### config.mk
export PLATFORM = sky130hd
export DESIGN_NAME = stack_op_sequencer
export DESIGN_NICKNAME = d
export VERILOG_FILES = /design/src/rtl/stack_op_sequencer.sv
export SDC_FILE = /design/constraint.sdc
export NUM_CORES = 1
export LEC_CHECK = 0
export CELL_PAD_IN_SITES_DETAIL_PLACEMENT = 1
export CELL_PAD_IN_SITES_GLOBAL_PLACEMENT = 1
export CORE_UTILIZATION = 42
export DETAILED_ROUTE_END_ITERATION = 6
export GPL_TIMING_DRIVEN = 0
export MAX_ROUTING_LAYER = met4
export PLACE_DENSITY = 0.92
export SKIP_CTS_REPAIR_TIMING = 1
export SLEW_MARGIN = 10
export SYNTH_ARGS = -nofsm -noshare
export SYNTH_HDL_FRONTEND = slang
export SYNTH_SLANG_ARGS = --single-unit
export TNS_END_PERCENT = 50
### constraint.sdc
create_clock -name clk -period 6.8 [get_ports clk]
set_input_delay 1.36 -clock clk [delete_from_list [all_inputs] [get_ports clk]]
set_output_delay 1.36 -clock clk [all_outputs]
set_load 0.1 [all_outputs]
### src/rtl/stack_op_sequencer.sv
// Purpose : sequences push/pop/peek strobes to an 8-bit LIFO stack for one stack op per handshake.
// Latency : accept edge to rsp_valid = PUSH 2, POP/TOS/NOT/DUP 3, ADD/SUB/AND 4, rejected op 1.
// Backpr. : cmd_ready is high only in IDLE; cmd_valid is ignored while busy. Optional macro STACK_SEQ_HIWATER_EN.
module stack_op_sequencer #(
  parameter int DEPTH = 31,
  parameter int W     = 8
) (
  input  logic         clk,
  input  logic         rst,
  input  logic         cmd_valid,
  output logic         cmd_ready,
  input  logic [2:0]   cmd_op,
  input  logic [W-1:0] cmd_data,
  output logic         rsp_valid,
  output logic [W-1:0] rsp_data,
  output logic         rsp_err,
  output logic [4:0]   depth,
  output logic         st_clr,
  output logic         st_push,
  output logic         st_pop,
  output logic         st_tos,
  output logic [W-1:0] st_din,
  input  logic [W-1:0] st_dout
`ifdef STACK_SEQ_HIWATER_EN
  ,
  output logic [4:0]   hiwater
`endif
);

  localparam logic [2:0] OP_PUSH = 3'b000;
  localparam logic [2:0] OP_POP  = 3'b001;
  localparam logic [2:0] OP_TOS  = 3'b010;
  localparam logic [2:0] OP_ADD  = 3'b011;
  localparam logic [2:0] OP_SUB  = 3'b100;
  localparam logic [2:0] OP_AND  = 3'b101;
  localparam logic [2:0] OP_NOT  = 3'b110;
  localparam logic [2:0] OP_DUP  = 3'b111;

  localparam logic [4:0] DEPTH_MAX = 5'(DEPTH);

  typedef enum logic [2:0] {
    S_IDLE,
    S_POP1,
    S_POP2,
    S_TOS1,
    S_EXEC,
    S_RESP
  } state_t;

  state_t state, state_nxt;

  // latched command and first popped operand (old top of stack)
  logic [2:0]   op_q;
  logic [W-1:0] data_q;
  logic [W-1:0] opa;

  // combinational controls produced by the FSM
  logic         op_ld;
  logic         opa_ld;
  logic         push_nxt;
  logic         rsp_ld;
  logic         rsp_err_nxt;
  logic [W-1:0] rsp_data_nxt;
  logic [W-1:0] res;
  logic         hw_rd;
  logic         err_ovf;
  logic         err_udf;
  logic         cmd_binary;
  logic         q_binary;
  logic [4:0]   depth_nxt;

  // the stack is cleared whenever reset is asserted
  assign st_clr    = ~rst;
  assign cmd_ready = (state == S_IDLE);

  // reject checks on the offered command, evaluated against the current depth
  always_comb begin
    cmd_binary = (cmd_op == OP_ADD) || (cmd_op == OP_SUB) || (cmd_op == OP_AND);
    q_binary   = (op_q == OP_ADD) || (op_q == OP_SUB) || (op_q == OP_AND);
    err_ovf    = ((cmd_op == OP_PUSH) || (cmd_op == OP_DUP)) && (depth == DEPTH_MAX);
    err_udf    = (((cmd_op == OP_POP) || (cmd_op == OP_TOS) ||
                   (cmd_op == OP_NOT) || (cmd_op == OP_DUP)) && (depth == 5'd0)) ||
                 (cmd_binary && (depth < 5'd2));
`ifdef STACK_SEQ_HIWATER_EN
    hw_rd      = (cmd_op == OP_NOT) && cmd_data[W-1];
`else
    hw_rd      = 1'b0;
`endif
  end

  // ALU: b is the last entry read from the stack, opa the earlier-popped top
  always_comb begin
    res = '0;
    case (op_q)
      OP_PUSH: res = data_q;
      OP_POP:  res = st_dout;
      OP_TOS:  res = st_dout;
      OP_ADD:  res = st_dout + opa;
      OP_SUB:  res = st_dout - opa;
      OP_AND:  res = st_dout & opa;
      OP_NOT:  res = ~st_dout;
      OP_DUP:  res = st_dout;
      default: res = '0;
    endcase
  end

  // next-state and per-cycle control decode
  always_comb begin
    state_nxt    = state;
    op_ld        = 1'b0;
    opa_ld       = 1'b0;
    push_nxt     = 1'b0;
    rsp_ld       = 1'b0;
    rsp_err_nxt  = 1'b0;
    rsp_data_nxt = '0;
    case (state)
      S_IDLE: begin
        if (cmd_valid) begin
          op_ld = 1'b1;
          if (hw_rd) begin
            // hiwater readout answers directly without touching the stack
            state_nxt    = S_RESP;
            rsp_ld       = 1'b1;
`ifdef STACK_SEQ_HIWATER_EN
            rsp_data_nxt = W'(hiwater);
`endif
          end else if (err_ovf || err_udf) begin
            state_nxt    = S_RESP;
            rsp_ld       = 1'b1;
            rsp_err_nxt  = 1'b1;
            rsp_data_nxt = '0;
          end else begin
            case (cmd_op)
              OP_PUSH:         state_nxt = S_EXEC;
              OP_TOS, OP_DUP:  state_nxt = S_TOS1;
              default:         state_nxt = S_POP1;
            endcase
          end
        end
      end
      S_POP1: begin
        state_nxt = q_binary ? S_POP2 : S_EXEC;
      end
      S_POP2: begin
        // st_dout holds the old top popped in POP1
        opa_ld    = 1'b1;
        state_nxt = S_EXEC;
      end
      S_TOS1: begin
        state_nxt = S_EXEC;
      end
      S_EXEC: begin
        push_nxt     = (op_q != OP_POP) && (op_q != OP_TOS);
        rsp_ld       = 1'b1;
        rsp_data_nxt = res;
        state_nxt    = S_RESP;
      end
      S_RESP: begin
        state_nxt = S_IDLE;
      end
      default: begin
        state_nxt = S_IDLE;
      end
    endcase
  end

  // depth follows the stack head: it moves on the edge where a strobe is seen by the stack
  always_comb begin
    depth_nxt = depth;
    if (st_push) begin
      depth_nxt = depth + 5'd1;
    end else if (st_pop) begin
      depth_nxt = depth - 5'd1;
    end
  end

  // FSM state register
  always_ff @(posedge clk) begin
    if (!rst) begin
      state <= S_IDLE;
    end else begin
      state <= state_nxt;
    end
  end

  // registered strobes, response and datapath
  always_ff @(posedge clk) begin
    if (!rst) begin
      op_q      <= '0;
      data_q    <= '0;
      opa       <= '0;
      rsp_valid <= 1'b0;
      rsp_err   <= 1'b0;
      rsp_data  <= '0;
      st_push   <= 1'b0;
      st_pop    <= 1'b0;
      st_tos    <= 1'b0;
      st_din    <= '0;
      depth     <= '0;
    end else begin
      if (op_ld) begin
        op_q   <= cmd_op;
        data_q <= cmd_data;
      end
      if (opa_ld) begin
        opa <= st_dout;
      end
      rsp_valid <= (state_nxt == S_RESP);
      rsp_err   <= rsp_err_nxt;
      if (rsp_ld) begin
        rsp_data <= rsp_data_nxt;
      end
      st_push <= push_nxt;
      if (push_nxt) begin
        st_din <= res;
      end
      st_pop <= (state_nxt == S_POP1) || (state_nxt == S_POP2);
      st_tos <= (state_nxt == S_TOS1);
      depth  <= depth_nxt;
    end
  end

`ifdef STACK_SEQ_HIWATER_EN
  // peak depth since reset; a readout restarts tracking from the current depth
  always_ff @(posedge clk) begin
    if (!rst) begin
      hiwater <= '0;
    end else if ((state == S_IDLE) && cmd_valid && hw_rd) begin
      hiwater <= depth_nxt;
    end else if (depth_nxt > hiwater) begin
      hiwater <= depth_nxt;
    end
  end
`endif

endmodule

==> results of run 1 <==
[metrics by stage]
step           std cells  total power (uW)  hold slack (ns)  cell area (sq um)
6_report             489              1390            0.455               3580
5_1_grt              489              1470            0.482               3580
4_1_cts              489              1390            0.460               3580
3_5_place_dp         481              1200            0.442               3480
3_3_place_gp         481              1170            0.435               3480
2_1_floorplan        355               999            0.432               2900
[cells in the mapped netlist, types with 4 or more instances]
| cell | instances | area share |
|---|---|---|
| a21oi_1 | 32 | 0.055 |
| and2_1 | 4 | 0.0086 |
| buf_2 | 4 | 0.0069 |
| clkbuf_1 | 4 | 0.0052 |
| dfxtp_1 | 48 | 0.33 |
| ha_1 | 12 | 0.052 |
| inv_1 | 12 | 0.016 |
| mux2i_1 | 7 | 0.024 |
| nand2_1 | 48 | 0.062 |
| nand3_1 | 7 | 0.012 |
| nor2_1 | 36 | 0.047 |
| nor3_1 | 8 | 0.014 |
| o211ai_1 | 5 | 0.013 |
| o21a_1 | 6 | 0.016 |
| o21ai_0 | 17 | 0.029 |
| o21ai_1 | 12 | 0.021 |
| xnor2_1 | 15 | 0.045 |
| xor2_1 | 5 | 0.015 |
[worst min-delay path, cell delays in order (launching register included)]
cell and delay (ns):
dfxtp_1 0.33, nand2_1 0.04, o21ai_0 0.05
[layout make-up]
cell class / count / area [sq um] / area share
Clock inverter: 1 / 7.51 / 0.00210
Sequential cell: 48 / 961 / 0.269
Timing Repair Buffer: 49 / 490 / 0.137
Multi-Input combinational cell: 278 / 1800 / 0.504
Buffer: 15 / 80.1 / 0.0224
Tap cell: 77 / 96.3 / 0.0269
Inverter: 14 / 52.6 / 0.0147
Clock buffer: 7 / 86.3 / 0.0241
[layer usage]
| metal | global-route usage | wire length [um] | up-vias |
|---|---|---|---|
| met1 | 0.323 | 3850 | 1371 |
| met2 | 0.433 | 4200 | 70 |
| li1 | - | - | 1364 |
| met5 | - | 0 | - |
| met3 | 0.0389 | 293 | 14 |
| met4 | 0.0740 | 153 | 0 |
[flip-flops by register name (all words and copies together) (netlist names), 3 cells and up]
signal / cells
data_q: 8
depth: 5
rsp_data: 8
st_din: 8
opa: 8
op_q: 3
state: 3
[power by group through the flow]
stage               logic, uW  registers, uW  clock network [uW]
floorplan                 378            621                   0
global placement          777            391                   0
detailed placement        807            395                   0
CTS                       812            389                 185
global route              872            396                 197
finish                    815            390                 180
[cell families after synthesis]
kind of cell / count (synthesis) / synth area share
simple gates: 128 / 0.216
compound gates: 103 / 0.228
flops: 48 / 0.332
buf+inv: 29 / 0.0458
xor+xnor: 21 / 0.0661
fa+ha+maj: 15 / 0.0691
mux: 11 / 0.0436
[path summary, 6_finish.rpt]
kind | startpoint | endpoint | slack, ns | depth (start not counted)
worst max-delay path | rst | st_clr | 1.33 | 5
worst min-delay path | rsp_data[3]$_SDFFE_PN0P_ | rsp_data[3]$_SDFFE_PN0P_ | 0.46 | 2
worst max register to register | op_q[2]$_SDFFE_PN0P_ | st_din[5]$_SDFFE_PN0P_ | 3.64 | 10
worst min register to register | rsp_data[3]$_SDFFE_PN0P_ | rsp_data[3]$_SDFFE_PN0P_ | 0.46 | 2
==> summary.txt, run 1 <==
Final layout
  – Most common cell after layout, fill and taps aside: clkdlybuf4s50_1
  – Nets: 447
  – Core Util, Final: 0.551
  – Antenna fix cells: 0
  – Layout cells sized above 1: 0.0850
  – Fill cell total of the finished layout: 795
  – Area delta synth->final: 23.5%
  – Most frequent cells in the layout: 49 x clkdlybuf4s50_1, 48 x nand2_1, 48 x dfxtp_1

Clock tree
  – Htree depth: 2
  – Clock latency at the later pin of the worst-skew pair: 0.30 ns
  – Cts bufs inserted: 5
  – CTS tree: yes
  – Clock buffer depth: 2
  – Num Clock Sinks: 48
  – Root Driver: clkbuf_8
  – Worst-path clk slew: 0.08 ns

Synth
  – Cell variety after synth: 64
  – Flops & latches, synth: 48
  – Post-Syn Area per Cell: 8.16 sq um
  – Async SR Flop Fraction: 0
  – Post-Synthesis Cells: 355
  – Synthesized area: 2900 sq um
  – Primary FF master, synth: dfxtp_1
  – Sequential area share after synthesis: 0.332
  – Syn. warnings: 0
  – Syn nets: 391
  – EDFF count, synth: 0

Placed design
  – Final GP Congestion: 0.892
  – DP HPWL: 6.65 mm
  – Place WS: 1.33 ns
  – Port-buffer cells: 49

Floorplanning
  – Num rows: 29
  – Top Ports: 50
  – Full die area: 7230 sq um
  – Die W: 85.0 um
  – Starting Density: 0.446
  – Die Span Y: 85.0 um
  – Core Region: 6490 sq um

Power
  – Clk pwr share: 0.130
  – Sw power: 715 uW
  – Pleak: 0.00130 uW
  – Sequential share of power: 0.282
  – Pwr Density: 387 nW/um^2
  – Switching share of power: 0.516
  – Comb power frac: 0.588
  – Worst IR Drop VDD: 218 uV
  – Internal: 670 uW

Detailed routing
  – Residual DRC count: 0
  – Antenna-violating nets left: 0
  – Router iterations before antenna repair: 4
  – Final WL: 8.50 mm
  – Avg Vias per Cell: 5.76
  – Initial DRC count: 141
  – Vias post-DR: 2819
  – Drt wl/cell: 17.4 um

Worst setup path
  – Critical path peak fanout: 10
  – Slowest library cell on the worst path: clkdlybuf4s50_1
  – Crit-path cells: clkdlybuf4s50_1, inv_1, clkbuf_1, buf_1, clkdlybuf4s50_1
  – Worst EP required: 5.44 ns
  – WS Path Type: in -> out
  – WP data arrival: 4.11 ns
  – CP Launch Type: input pin
  – CP most frequent cell: clkdlybuf4s50_1
  – Crit-path max cell delay: 1.23 ns
  – CP top delay family: buffers and inverters
  – Worst Path Buf+Inv: 5
  – Worst setup EP type: output pin

Min path
  – Hold Path Class: reg -> reg

STA
  – F_max: 183 MHz
  – Aggregate negative setup slack: 0 ns
  – Final Cycle Share: 0.805
  – Final Hold Vio Count: 0
  – Worst slew margin: 0.349
  – Slew Viols, Final: 0
  – Skew final: 0.00872 ns
  – Setup violators final: 0
  – Tmin final: 5.47 ns
  – RSZ-0062 raised after global routing: false
  – Slew @ Worst Pin: 0.973 ns
  – Final WS setup: 1.33 ns

Global route
  – First-pass GRT wire length: 14.3 mm
  – Maximum number of pins on one net before global-route repair: 15
  – Vias in the first global route: 2878
  – Total GRT Usage: 0.258
  – Initial antenna violation count: 0
  – Overflow left after global routing: 0

Run
  – MaxCap Viol Count: 0

Run status
  – Status: completed
Note: power is estimated with default switching activity, not from simulation.
==> run 2: changes to the inputs <==
Settings changed: CORE_UTILIZATION 42 to 35, PLACE_DENSITY 0.92 to 0.82.
Clock period 6.8 ns to 4.65 ns, I/O delays scaled along.
==> summary.txt, run 2 (synthesis gave the netlist of run 1 again) <==
Run status
  – Status: completed (unchanged)

Min path
  – Hold Path Class: reg -> reg (unchanged)

Clock tree
  – Htree depth: 2 (unchanged)
  – Worst-path clk slew: 0.09 ns (was 0.08 ns)
  – Clock buffer depth: 2 (unchanged)
  – Cts bufs inserted: 5 (unchanged)
  – Num Clock Sinks: 48 (unchanged)
  – Root Driver: clkbuf_8 (unchanged)
  – CTS tree: yes (unchanged)
  – Clock latency at the later pin of the worst-skew pair: 0.31 ns (was 0.30 ns)

Floorplanning
  – Full die area: 8640 sq um (was 7230 sq um)
  – Die W: 93.0 um (was 85.0 um)
  – Num rows: 32 (was 29)
  – Top Ports: 50 (unchanged)
  – Starting Density: 0.369 (was 0.446)
  – Die Span Y: 93.0 um (was 85.0 um)
  – Core Region: 7850 sq um (was 6490 sq um)

Power
  – Comb power frac: 0.568 (was 0.588)
  – Pwr Density: 570 nW/um^2 (was 387 nW/um^2)
  – Switching share of power: 0.503 (was 0.516)
  – Sequential share of power: 0.273 (was 0.282)
  – Total Power: 2080 uW (was 1390 uW)
  – Clk pwr share: 0.158 (was 0.130)
  – Sw power: 1040 uW (was 715 uW)
  – Worst IR Drop VDD: 155 uV (was 218 uV)
  – Internal: 1030 uW (was 670 uW)
  – Pleak: 0.00132 uW (was 0.00130 uW)

STA
  – RSZ-0062 raised after global routing: false (unchanged)
  – F_max: 236 MHz
  – Final Hold Vio Count: 0 (unchanged)
  – Skew final: 0.00780 ns (was 0.00872 ns)
  – Aggregate negative setup slack: 0 ns (unchanged)
  – Slew @ Worst Pin: 0.969 ns (was 0.973 ns)
  – Final WS setup: 0.414 ns (was 1.33 ns)
  – Tmin final: 4.24 ns
  – Final Cycle Share: 0.911
  – Setup violators final: 0 (unchanged)
  – Slew Viols, Final: 0 (unchanged)
  – Worst slew margin: 0.352 (was 0.349)

Worst setup path
  – Critical path peak fanout: 10 (unchanged)
  – Crit-path max cell delay: 0.82 ns (was 1.23 ns)
  – Worst EP required: 3.72 ns (was 5.44 ns)
  – Slowest library cell on the worst path: dlymetal6s2s_1 (was clkdlybuf4s50_1)
  – Crit-path cells: clkdlybuf4s50_1, inv_1, clkbuf_1, buf_1, dlymetal6s2s_1 (was clkdlybuf4s50_1, inv_1, clkbuf_1, buf_1, clkdlybuf4s50_1)
  – WS Path Type: in -> out (unchanged)
  – CP top delay family: buffers and inverters (unchanged)
  – Worst setup EP type: output pin (unchanged)
  – WP data arrival: 3.31 ns (was 4.11 ns)
  – CP Launch Type: input pin (unchanged)
  – Worst Path Buf+Inv: 5 (unchanged)

Placed design
  – Place WS: -0.00945 ns (was 1.33 ns)
  – Area post-placement: 3510 sq um (was 3480 sq um)
  – Placed Cells: 506 (was 481)
  – Final GP Congestion: 0.808 (was 0.892)
  – DP HPWL: 6.58 mm (was 6.65 mm)
  – Port-buffer cells: 49 (unchanged)

Final layout
  – Cell Count, Final, Fillers Out: 514 (was 489)
  – Area delta synth->final: 25.6% (was 23.5%)
  – Fill cell total of the finished layout: 985 (was 795)
  – Antenna fix cells: 0 (unchanged)
  – Design area: 3640 sq um (was 3580 sq um)
  – Most frequent cells in the layout: 48 x nand2_1, 48 x dfxtp_1, 48 x clkdlybuf4s50_1 (was 49 x clkdlybuf4s50_1, 48 x nand2_1, 48 x dfxtp_1)
  – Layout cells sized above 1: 0.0874 (was 0.0850)
  – Nets: 447 (unchanged)

Global route
  – Vias in the first global route: 2824 (was 2878)
  – Overflow left after global routing: 0 (unchanged)
  – Initial antenna violation count: 0 (unchanged)
  – Total GRT Usage: 0.208 (was 0.258)
  – Maximum number of pins on one net before global-route repair: 16 (was 15)
  – First-pass GRT wire length: 13.8 mm (was 14.3 mm)

Detailed routing
  – Residual DRC count: 0 (unchanged)
  – Vias post-DR: 2771 (was 2819)
  – Router iterations before antenna repair: 4 (unchanged)
  – Antenna-violating nets left: 0 (unchanged)
  – Initial DRC count: 138 (was 141)
  – Avg Vias per Cell: 5.39 (was 5.76)
  – Drt wl/cell: 16.3 um (was 17.4 um)
  – Final WL: 8.40 mm (was 8.50 mm)

Run
  – MaxCap Viol Count: 0 (unchanged)
-- run 2: metal layers --
metal  share of wire  global-route usage
met3           0.028              0.0252
met2            0.48               0.349
met5               0                   -
met4           0.012              0.0538
met1            0.48               0.266
-- run 2: through the flow --
| step | hold WS, ns | utilization |
|---|---|---|
| final | 0.457 | 0.464 |
| after global routing | 0.485 | 0.464 |
| after CTS | 0.465 | 0.463 |
| after detailed placement | 0.443 | 0.448 |
| after global placement | 0.433 | 0.448 |
| after floorplan | 0.432 | - |
-- run 2: power groups by stage --
stage	logic, uW	registers [uW]	clock network [uW]
CTS	1180	568	334
detailed placement	1170	577	0
finish	1180	567	329
global placement	1140	573	0
global route	1260	580	347
floorplan	553	908	0
-- run 2: final cells by class --
cell class              count  area [sq um]  share of cell area
plain buffers              15          80.1              0.0220
clock buffers               6          82.6              0.0227
clock inverters             2          38.8              0.0107
inverters                  14          52.6              0.0144
multi-input cells         278          1800               0.496
flip-flops and latches     48           961               0.264
well taps                 102           128              0.0351
repair buffers             49           493               0.135
-- run 2: worst register-to-register path: cells and delay by family, from the launching register on --
family	cells	cell delay (ns)
AOI/OAI and AO/OA	4	1.09
xor gates and xnor gates	1	0.15
adders and majority gates	1	0.22
buffers and inverters	1	0.06
DFF	1	0.44
muxes	1	0.43
and+or+nand+nor	2	0.68
-- run 2: worst paths after layout --
path                            cells after the start                     start  slack, ns                  endpoint
worst max-delay path                                5                       rst       0.41                    st_clr
worst min-delay path                                2  rsp_data[5]$_SDFFE_PN0P_       0.46  rsp_data[5]$_SDFFE_PN0P_
worst max register to register                     10      op_q[2]$_SDFFE_PN0P_       1.46    st_din[7]$_SDFFE_PN0P_
worst min register to register                      2  rsp_data[5]$_SDFFE_PN0P_       0.46  rsp_data[5]$_SDFFE_PN0P_
==> run 3: changes to the inputs <==
Settings changed: CAP_MARGIN from default to 0, CELL_PAD_IN_SITES_GLOBAL_PLACEMENT 1 to 2, CORE_UTILIZATION 35 to 28, PLACE_DENSITY 0.82 to 0.83.
==> summary.txt, run 3 (synthesis gave the netlist of run 1 again) <==
STA
  – RSZ-0062 raised after global routing: false (unchanged)
  – F_max: 235 MHz (was 236 MHz)
  – Setup violators final: 0 (unchanged)
  – Skew final: 0.00513 ns (was 0.00780 ns)
  – Final Cycle Share: 0.916 (was 0.911)
  – Slew Viols, Final: 0 (unchanged)
  – Tmin final: 4.26 ns (was 4.24 ns)
  – Worst slew margin: 0.346 (was 0.352)
  – Final WS setup: 0.391 ns (was 0.414 ns)
  – Final Hold Vio Count: 0 (unchanged)
  – Slew @ Worst Pin: 0.978 ns (was 0.969 ns)

Clock tree
  – CTS tree: yes (unchanged)
  – Root Driver: clkbuf_8 (unchanged)
  – Clock latency at the later pin of the worst-skew pair: 0.30 ns (was 0.31 ns)
  – Clock buffer depth: 2 (unchanged)
  – Htree depth: 2 (unchanged)
  – Num Clock Sinks: 48 (unchanged)
  – Cts bufs inserted: 5 (unchanged)
  – Worst-path clk slew: 0.09 ns (about the same)

Power
  – Switching share of power: 0.512 (was 0.503)
  – Pwr Density: 549 nW/um^2 (was 570 nW/um^2)
  – Worst IR Drop VDD: 209 uV (was 155 uV)
  – Pleak: 0.00131 uW (was 0.00132 uW)
  – Internal: 977 uW (was 1030 uW)
  – Comb power frac: 0.582 (was 0.568)
  – Clk pwr share: 0.135 (was 0.158)
  – Sequential share of power: 0.283 (was 0.273)
  – Sw power: 1030 uW (was 1040 uW)

Detailed routing
  – Drt wl/cell: 15.5 um (was 16.3 um)
  – Initial DRC count: 92 (was 138)
  – Final WL: 8.43 mm (was 8.40 mm)
  – Vias post-DR: 2699 (was 2771)
  – Residual DRC count: 0 (unchanged)
  – Antenna-violating nets left: 0 (unchanged)
  – Avg Vias per Cell: 4.95 (was 5.39)
  – Router iterations before antenna repair: 4 (unchanged)

Min path
  – Min-delay src: rsp_data[0]$_SDFFE_PN0P_ (was rsp_data[5]$_SDFFE_PN0P_)
  – Hold Path Class: reg -> reg (unchanged)
  – Hold path depth: 2 (unchanged)
  – Hold path endpoint: rsp_data[0]$_SDFFE_PN0P_ (was rsp_data[5]$_SDFFE_PN0P_)

Worst setup path
  – Slowest library cell on the worst path: dlymetal6s2s_1 (unchanged)
  – Worst Path Buf+Inv: 5 (unchanged)
  – CP Launch Type: input pin (unchanged)
  – Critical path peak fanout: 10 (unchanged)
  – Worst R2R Start: op_q[2]$_SDFFE_PN0P_ (unchanged)
  – Worst EP required: 3.72 ns (about the same)
  – Worst setup EP type: output pin (unchanged)
  – Crit-path cells: clkdlybuf4s50_1, inv_1, clkbuf_1, buf_1, dlymetal6s2s_1 (unchanged)
  – Reg2reg end: st_din[5]$_SDFFE_PN0P_ (was st_din[7]$_SDFFE_PN0P_)
  – FF-to-FF path depth: 10 (unchanged)
  – Setup slack, reg-to-reg: 1.52 ns (was 1.46 ns)
  – Crit-path max cell delay: 0.82 ns (about the same)
  – WP data arrival: 3.33 ns (was 3.31 ns)
  – WS Path Type: in -> out (unchanged)
  – CP top delay family: buffers and inverters (unchanged)

Placed design
  – Area post-placement: 3550 sq um (was 3510 sq um)
  – DP HPWL: 6.66 mm (was 6.58 mm)
  – Port-buffer cells: 49 (unchanged)
  – Place WS: -0.0712 ns (was -0.00945 ns)
  – Final GP Congestion: 0.853 (was 0.808)

Floorplanning
  – Die Span Y: 104 um (was 93.0 um)
  – Num rows: 36 (was 32)
  – Top Ports: 50 (unchanged)
  – Core Region: 9910 sq um (was 7850 sq um)
  – Starting Density: 0.292 (was 0.369)
  – Full die area: 10800 sq um (was 8640 sq um)
  – Die W: 104 um (was 93.0 um)

Final layout
  – Design area: 3650 sq um (was 3640 sq um)
  – Nets: 447 (unchanged)
  – Layout cells sized above 1: 0.0874 (unchanged)
  – Area delta synth->final: 26.1% (was 25.6%)
  – Antenna fix cells: 0 (unchanged)
  – Most frequent cells in the layout: 48 x nand2_1, 48 x dfxtp_1, 48 x clkdlybuf4s50_1 (unchanged)

Run
  – MaxCap Viol Count: 0 (unchanged)

Run status
  – Status: completed (unchanged)

Global route
  – First-pass GRT wire length: 13.9 mm (was 13.8 mm)
  – Initial antenna violation count: 0 (unchanged)
  – Maximum number of pins on one net before global-route repair: 16 (unchanged)
  – Vias in the first global route: 2806 (was 2824)
  – Total GRT Usage: 0.166 (was 0.208)
  – Overflow left after global routing: 0 (unchanged)
run 3: changes by cell type in the layout (fill, tap and decap cells not counted), sizes merged:
cell and delta:
bufinv -1, inv +1
run 3: metrics by stage:
stage	std cells	util	setup TNS (ns)	total power [uW]	hold slack [ns]
after floorplan	355	-	0	1460	0.432
after global placement	537	0.359	-0.0579	1730	0.436
after detailed placement	537	0.359	-0.0712	1750	0.445
after CTS	545	0.368	-0.0822	2030	0.460
after global routing	545	0.369	0	2140	0.487
final	545	0.369	0	2000	0.453
run 3: cell type report:
type / instances / area (sq um)
buffer: 15 / 80.1
tap: 133 / 166
multi-input combinational: 278 / 1800
clock buffer: 6 / 82.6
sequential: 48 / 961
inverter: 14 / 52.6
fill: 1215 / 6260
clock inverter: 2 / 13.8
timing repair buffer: 49 / 493
run 3: routing by layer:
metal	vias to the layer above	routed length, um	track usage
met5	-	0	-
met4	0	208	0.0612
met3	13	182	0.0227
met2	43	3900	0.266
met1	1275	4140	0.214
li1	1368	-	-
run 3: worst max-delay path by stage:
stage / cells after the start / slack (ns) / from / endpoint
6_report: 5 / 0.39 / rst / st_clr
5_1_grt: 5 / 0.22 / rst / st_clr
4_1_cts: 5 / -0.08 / rst / st_clr
3_5_place_dp: 5 / -0.07 / rst / st_clr
3_3_place_gp: 5 / -0.06 / rst / st_clr
2_1_floorplan: 3 / 1.39 / rst / st_clr
run 3: power groups by stage:
stage,clock [uW],sequential [uW],combinational [uW]
after floorplan,0,908,553
after global routing,302,582,1260
final,270,567,1170
after detailed placement,0,581,1170
after CTS,282,571,1170
after global placement,0,577,1150
run 3: tightest hold or removal path, delay by kind of cell, from the launching register on:
kind | cells | cell delay, ns
DFF | 1 | 0.32
and+or+nand+nor | 1 | 0.05
AOI/OAI and AO/OA | 1 | 0.05
==> variant 1 (config.mk and constraints of run 3) <==
Encoding of `state_t`: now one-hot (6 bits for 6 states).
--- a/src/rtl/stack_op_sequencer.sv
+++ b/src/rtl/stack_op_sequencer.sv
@@ -40,9 +40,9 @@
 
-  typedef enum logic [2:0] {
-    S_IDLE,
-    S_POP1,
-    S_POP2,
-    S_TOS1,
-    S_EXEC,
-    S_RESP
+  typedef enum logic [5:0] {
+    S_IDLE = 6'b000001,
+    S_POP1 = 6'b000010,
+    S_POP2 = 6'b000100,
+    S_TOS1 = 6'b001000,
+    S_EXEC = 6'b010000,
+    S_RESP = 6'b100000
   } state_t;
Formal check against the unedited RTL: same outputs for any inputs over 10 cycles, from zero or initial values and one cycle with rst low; not proved beyond that.
==> variant 1 against run 3 <==
  * Die area grew 6.1%
  * Non-clock buffer count grew 8
  * Design area grew 4.3%
  * Area after synthesis grew 6.2%
  * Setup slack gained 82 ps
  * Sequential cell count grew 3
  * Wire length grew 16%
Power is not compared: it rests on default switching activity, and its combinational part moved more than twofold at a synthesized area within 25%.
==> variant 1: results (changes against run 3) <==
[placement]
gp_congestion=0.871  ; was 0.853
dp_hpwl_um=7790  ; was 6660 µm
dp.cells=582  ; was 537
portBuffers=47  ; was 49

[yosys]
ys_seq_area_frac=0.332  ; about the same
yosys.cell_types.count=58  ; was 64
syn_nets=435  ; was 391
synth.area.top_cells=dfxtp_1 (33%), a21oi_1 (7.5%), nor2_1 (6.2%), nand2_1 (5.4%), ha_1 (4.9%)  ; was dfxtp_1 (33%), nand2_1 (6.2%), a21oi_1 (5.5%), ha_1 (5.2%), nor2_1 (4.7%)
synth_common_cells=dfxtp_1 (51), nor2_1 (51), a21oi_1 (46)  ; was dfxtp_1 (48), nand2_1 (48), nor2_1 (36)
syn_inst=399  ; was 355

[status]
status=complete, no violations  ; unchanged

[final_layout]
finalNonFillerCells=590  ; was 545
final_util=0.363  ; was 0.369
drive_above_1_share=0.0595  ; was 0.0874
nNetsFinal=489  ; was 447

[global_routing]
grt_pass1_wl_um=16200  ; was 13900 µm
grt.met2_usage=0.299  ; was 0.266
grt_pass1_vias=3141  ; was 2806
grt_util_met3=0.0213  ; was 0.0227

[detailed_routing]
wl_met1_um=4770  ; was 4140 µm
vias_per_cell=5.20  ; was 4.95
routed-wl-met2_um=4590  ; was 3900 µm
wl_met3_um=293  ; was 182 µm

[sta]
skew_ps=10.4  ; was 5.13 ps
slew_headroom=0.349  ; was 0.346

[setup_path]
cpMaxStageDelayCell=clkdlybuf4s50_1  ; was dlymetal6s2s_1
cp.arrival_ps=3250  ; was 3330 ps

[clock_network]
clk_pin_slew_ps=110  ; was 90 ps

-- variant 1: area by class of cell --
type,count,area [µm²]
inverter,15,56.3
sequential,51,1020
buffer,25,109
timing repair buffer,47,470
tap,136,170
multi-input combinational,308,1890
fill,1288,6700
clock buffer,5,68.8
clock inverter,3,23.8
-- variant 1: cells by family after synthesis --
kind of cell,synth area share
DFF,0.332
and+or+nand+nor,0.250
xor gates and xnor gates,0.0541
adders and majority gates,0.0618
buffers and inverters,0.0537
AOI/OAI and AO/OA,0.221
muxes,0.0277
-- variant 1: report_power, final --
group	internal (mW)	total (mW)	switching (mW)
registers	0.446	0.452	0.00652
clock network	0.109	0.278	0.168
logic	0.0681	0.197	0.129
total	0.623	0.927	0.304
-- variant 1: worst paths after layout --
path / start / endpoint / slack [ps] / cells after the start
worst max-delay path: rst / st_clr / 470 / 4
worst min-delay path: st_din[2] / st_din[2] / 470 / 2
worst max register to register: op_q[0] / rsp_data[5] / 1600 / 11
worst min register to register: st_din[2] / st_din[2] / 470 / 2
==> variant 2 (settings of run 3) <==
Without the edit above. The parameter `DEPTH` goes from 31 to 15.
--- a/src/rtl/stack_op_sequencer.sv
+++ b/src/rtl/stack_op_sequencer.sv
@@ -4,3 +4,3 @@
 module stack_op_sequencer #(
-  parameter int DEPTH = 31,
+  parameter int DEPTH = 15,
   parameter int W     = 8
Formal check against the unedited RTL: same outputs for any inputs over 10 cycles, from zero or initial values and one cycle with rst low; that may be too few to reach the edited logic, so the function may still have changed.
==> variant 2 against run 3 <==
  * Clock skew up 7.7 ps
  * Area after synthesis down 0.65%
  * Sequential cell count unchanged
  * Design area down 0.45%
  * Setup slack worse by 120 ps
  * Non-clock buffer count up 2
  * Largest power group unchanged
  * Critical endpoint unchanged
  * Wire length down 2.7%
  * Total power down 8.1%
  * Clock power up 8.9%
  * Fmax down 2.8%
==> variant 2: results (changes against run 3) <==
[yosys]
ys_warn_count=0  ; unchanged
synth_common_cells=dfxtp_1 (48), nand2_1 (37), nor2_1 (35)  ; was dfxtp_1 (48), nand2_1 (48), nor2_1 (36)
synthMuxAreaShare=0.0400  ; was 0.0436
synthAdderAreaFrac=0.0696  ; was 0.0691
yosys.cell_types.count=66  ; was 64
syn_nets=380  ; was 391
async_flop_share=0  ; unchanged
synth.area.top_cells=dfxtp_1 (33%), a21oi_1 (5.7%), ha_1 (5.2%), xnor2_1 (5.2%), nand2_1 (4.8%)  ; was dfxtp_1 (33%), nand2_1 (6.2%), a21oi_1 (5.5%), ha_1 (5.2%), nor2_1 (4.7%)
syn_inst=344  ; was 355
synth-xor-area-share=0.0726  ; was 0.0661
ys_seq_area_frac=0.334  ; was 0.332
synth_compound_area_frac=0.222  ; was 0.228

[setup_path]
critical_path.top_delay_family=buffers and inverters  ; unchanged
cp.arrival_ps=3450  ; was 3330 ps
path_max_fanout=10  ; unchanged
cpPeakStageDelay_ps=840  ; was 820 ps

[clock_network]
cts_root_buffer=clkbuf_8  ; unchanged
worst_skew_pair.late_latency_ps=300  ; about the same
clk_pin_slew_ps=80
cts_buffers=5  ; unchanged
htreeDepth=2  ; unchanged

[placement]
portBuffers=49  ; unchanged
dp_hpwl_um=6490  ; was 6660 µm
placed_area_um2=3530  ; was 3550 µm²
place_ws_ps=-187  ; was -71.2 ps
gp_congestion=0.855  ; was 0.853

[pwr]
max-vdd-ir-drop_mv=0.206  ; was 0.209 mV
p_leak_nw=1.35  ; was 1.31 nW

[global_routing]
grt_max_degree=14  ; was 16
grt_pass1_wl_um=13200  ; was 13900 µm
grt.total_usage=0.167  ; was 0.166
grt_pass1_vias=2638  ; was 2806

[detailed_routing]
drt_iter0_drc=83  ; was 92
wl_per_cell_um=15.4  ; was 15.5 µm
dr.pass1.iters=4  ; unchanged
vias=2595  ; was 2699

[final_layout]
finalNonFillerCells=532  ; was 545
fill_cells=1155  ; was 1215
nNetsFinal=436  ; was 447
diodes=0  ; unchanged
drive_above_1_share=0.0902  ; was 0.0874

[hold_path]
min_path_type=register to register  ; unchanged

[sta]
skew_ps=12.9  ; was 5.13 ps
slew_headroom=0.345  ; was 0.346

[status]
status=complete, no violations  ; unchanged

[variant 2: changes by cell type in the layout (fill, tap and decap cells not counted), sizes merged, moves of 3 or more]
cell     delta
nand2      -12
o21ai       -9
nor2b       +6
inv         -5
o21a        -4
o2bb2ai     +4
a21oi       +3
nand2b      +3
o221ai      -3
[variant 2: layout make-up]
| type | instances | area [µm²] | share of cell area |
|---|---|---|---|
| inverter | 10 | 37.5 | 0.0103 |
| multi-input combinational | 269 | 1780 | 0.491 |
| sequential | 48 | 961 | 0.264 |
| buffer | 17 | 95.1 | 0.0262 |
| timing repair buffer | 49 | 493 | 0.136 |
| tap | 133 | 166 | 0.0458 |
| clock inverter | 1 | 30.0 | 0.00826 |
| clock buffer | 5 | 68.8 | 0.0189 |
[variant 2: metal layers]
| layer | wire length (µm) | part of all wire | vias to the layer above | global-route usage |
|---|---|---|---|---|
| met1 | 4070 | 0.50 | 1231 | 0.210 |
| met3 | 164 | 0.020 | 2 | 0.0249 |
| li1 | - | - | 1328 | - |
| met4 | 47 | 0.0057 | 0 | 0.0401 |
| met5 | 0 | 0 | - | - |
| met2 | 3930 | 0.48 | 34 | 0.281 |
[variant 2: final timing paths]
check | startpoint | to | slack (ps) | cells after the start
hold reg to reg | st_din[0] | st_din[0] | 460 | 2
setup / recovery | rst | st_clr | 270 | 5
hold / removal | st_din[0] | st_din[0] | 460 | 2
setup reg to reg | op_q[2] | st_din[7] | 1680 | 11
[variant 2: report_power, final]
| part | internal (mW) | total, mW | switching (mW) |
|---|---|---|---|
| sequential | 0.475 | 0.537 | 0.0618 |
| combinational | 0.322 | 1.01 | 0.690 |
| clock | 0.155 | 0.294 | 0.139 |
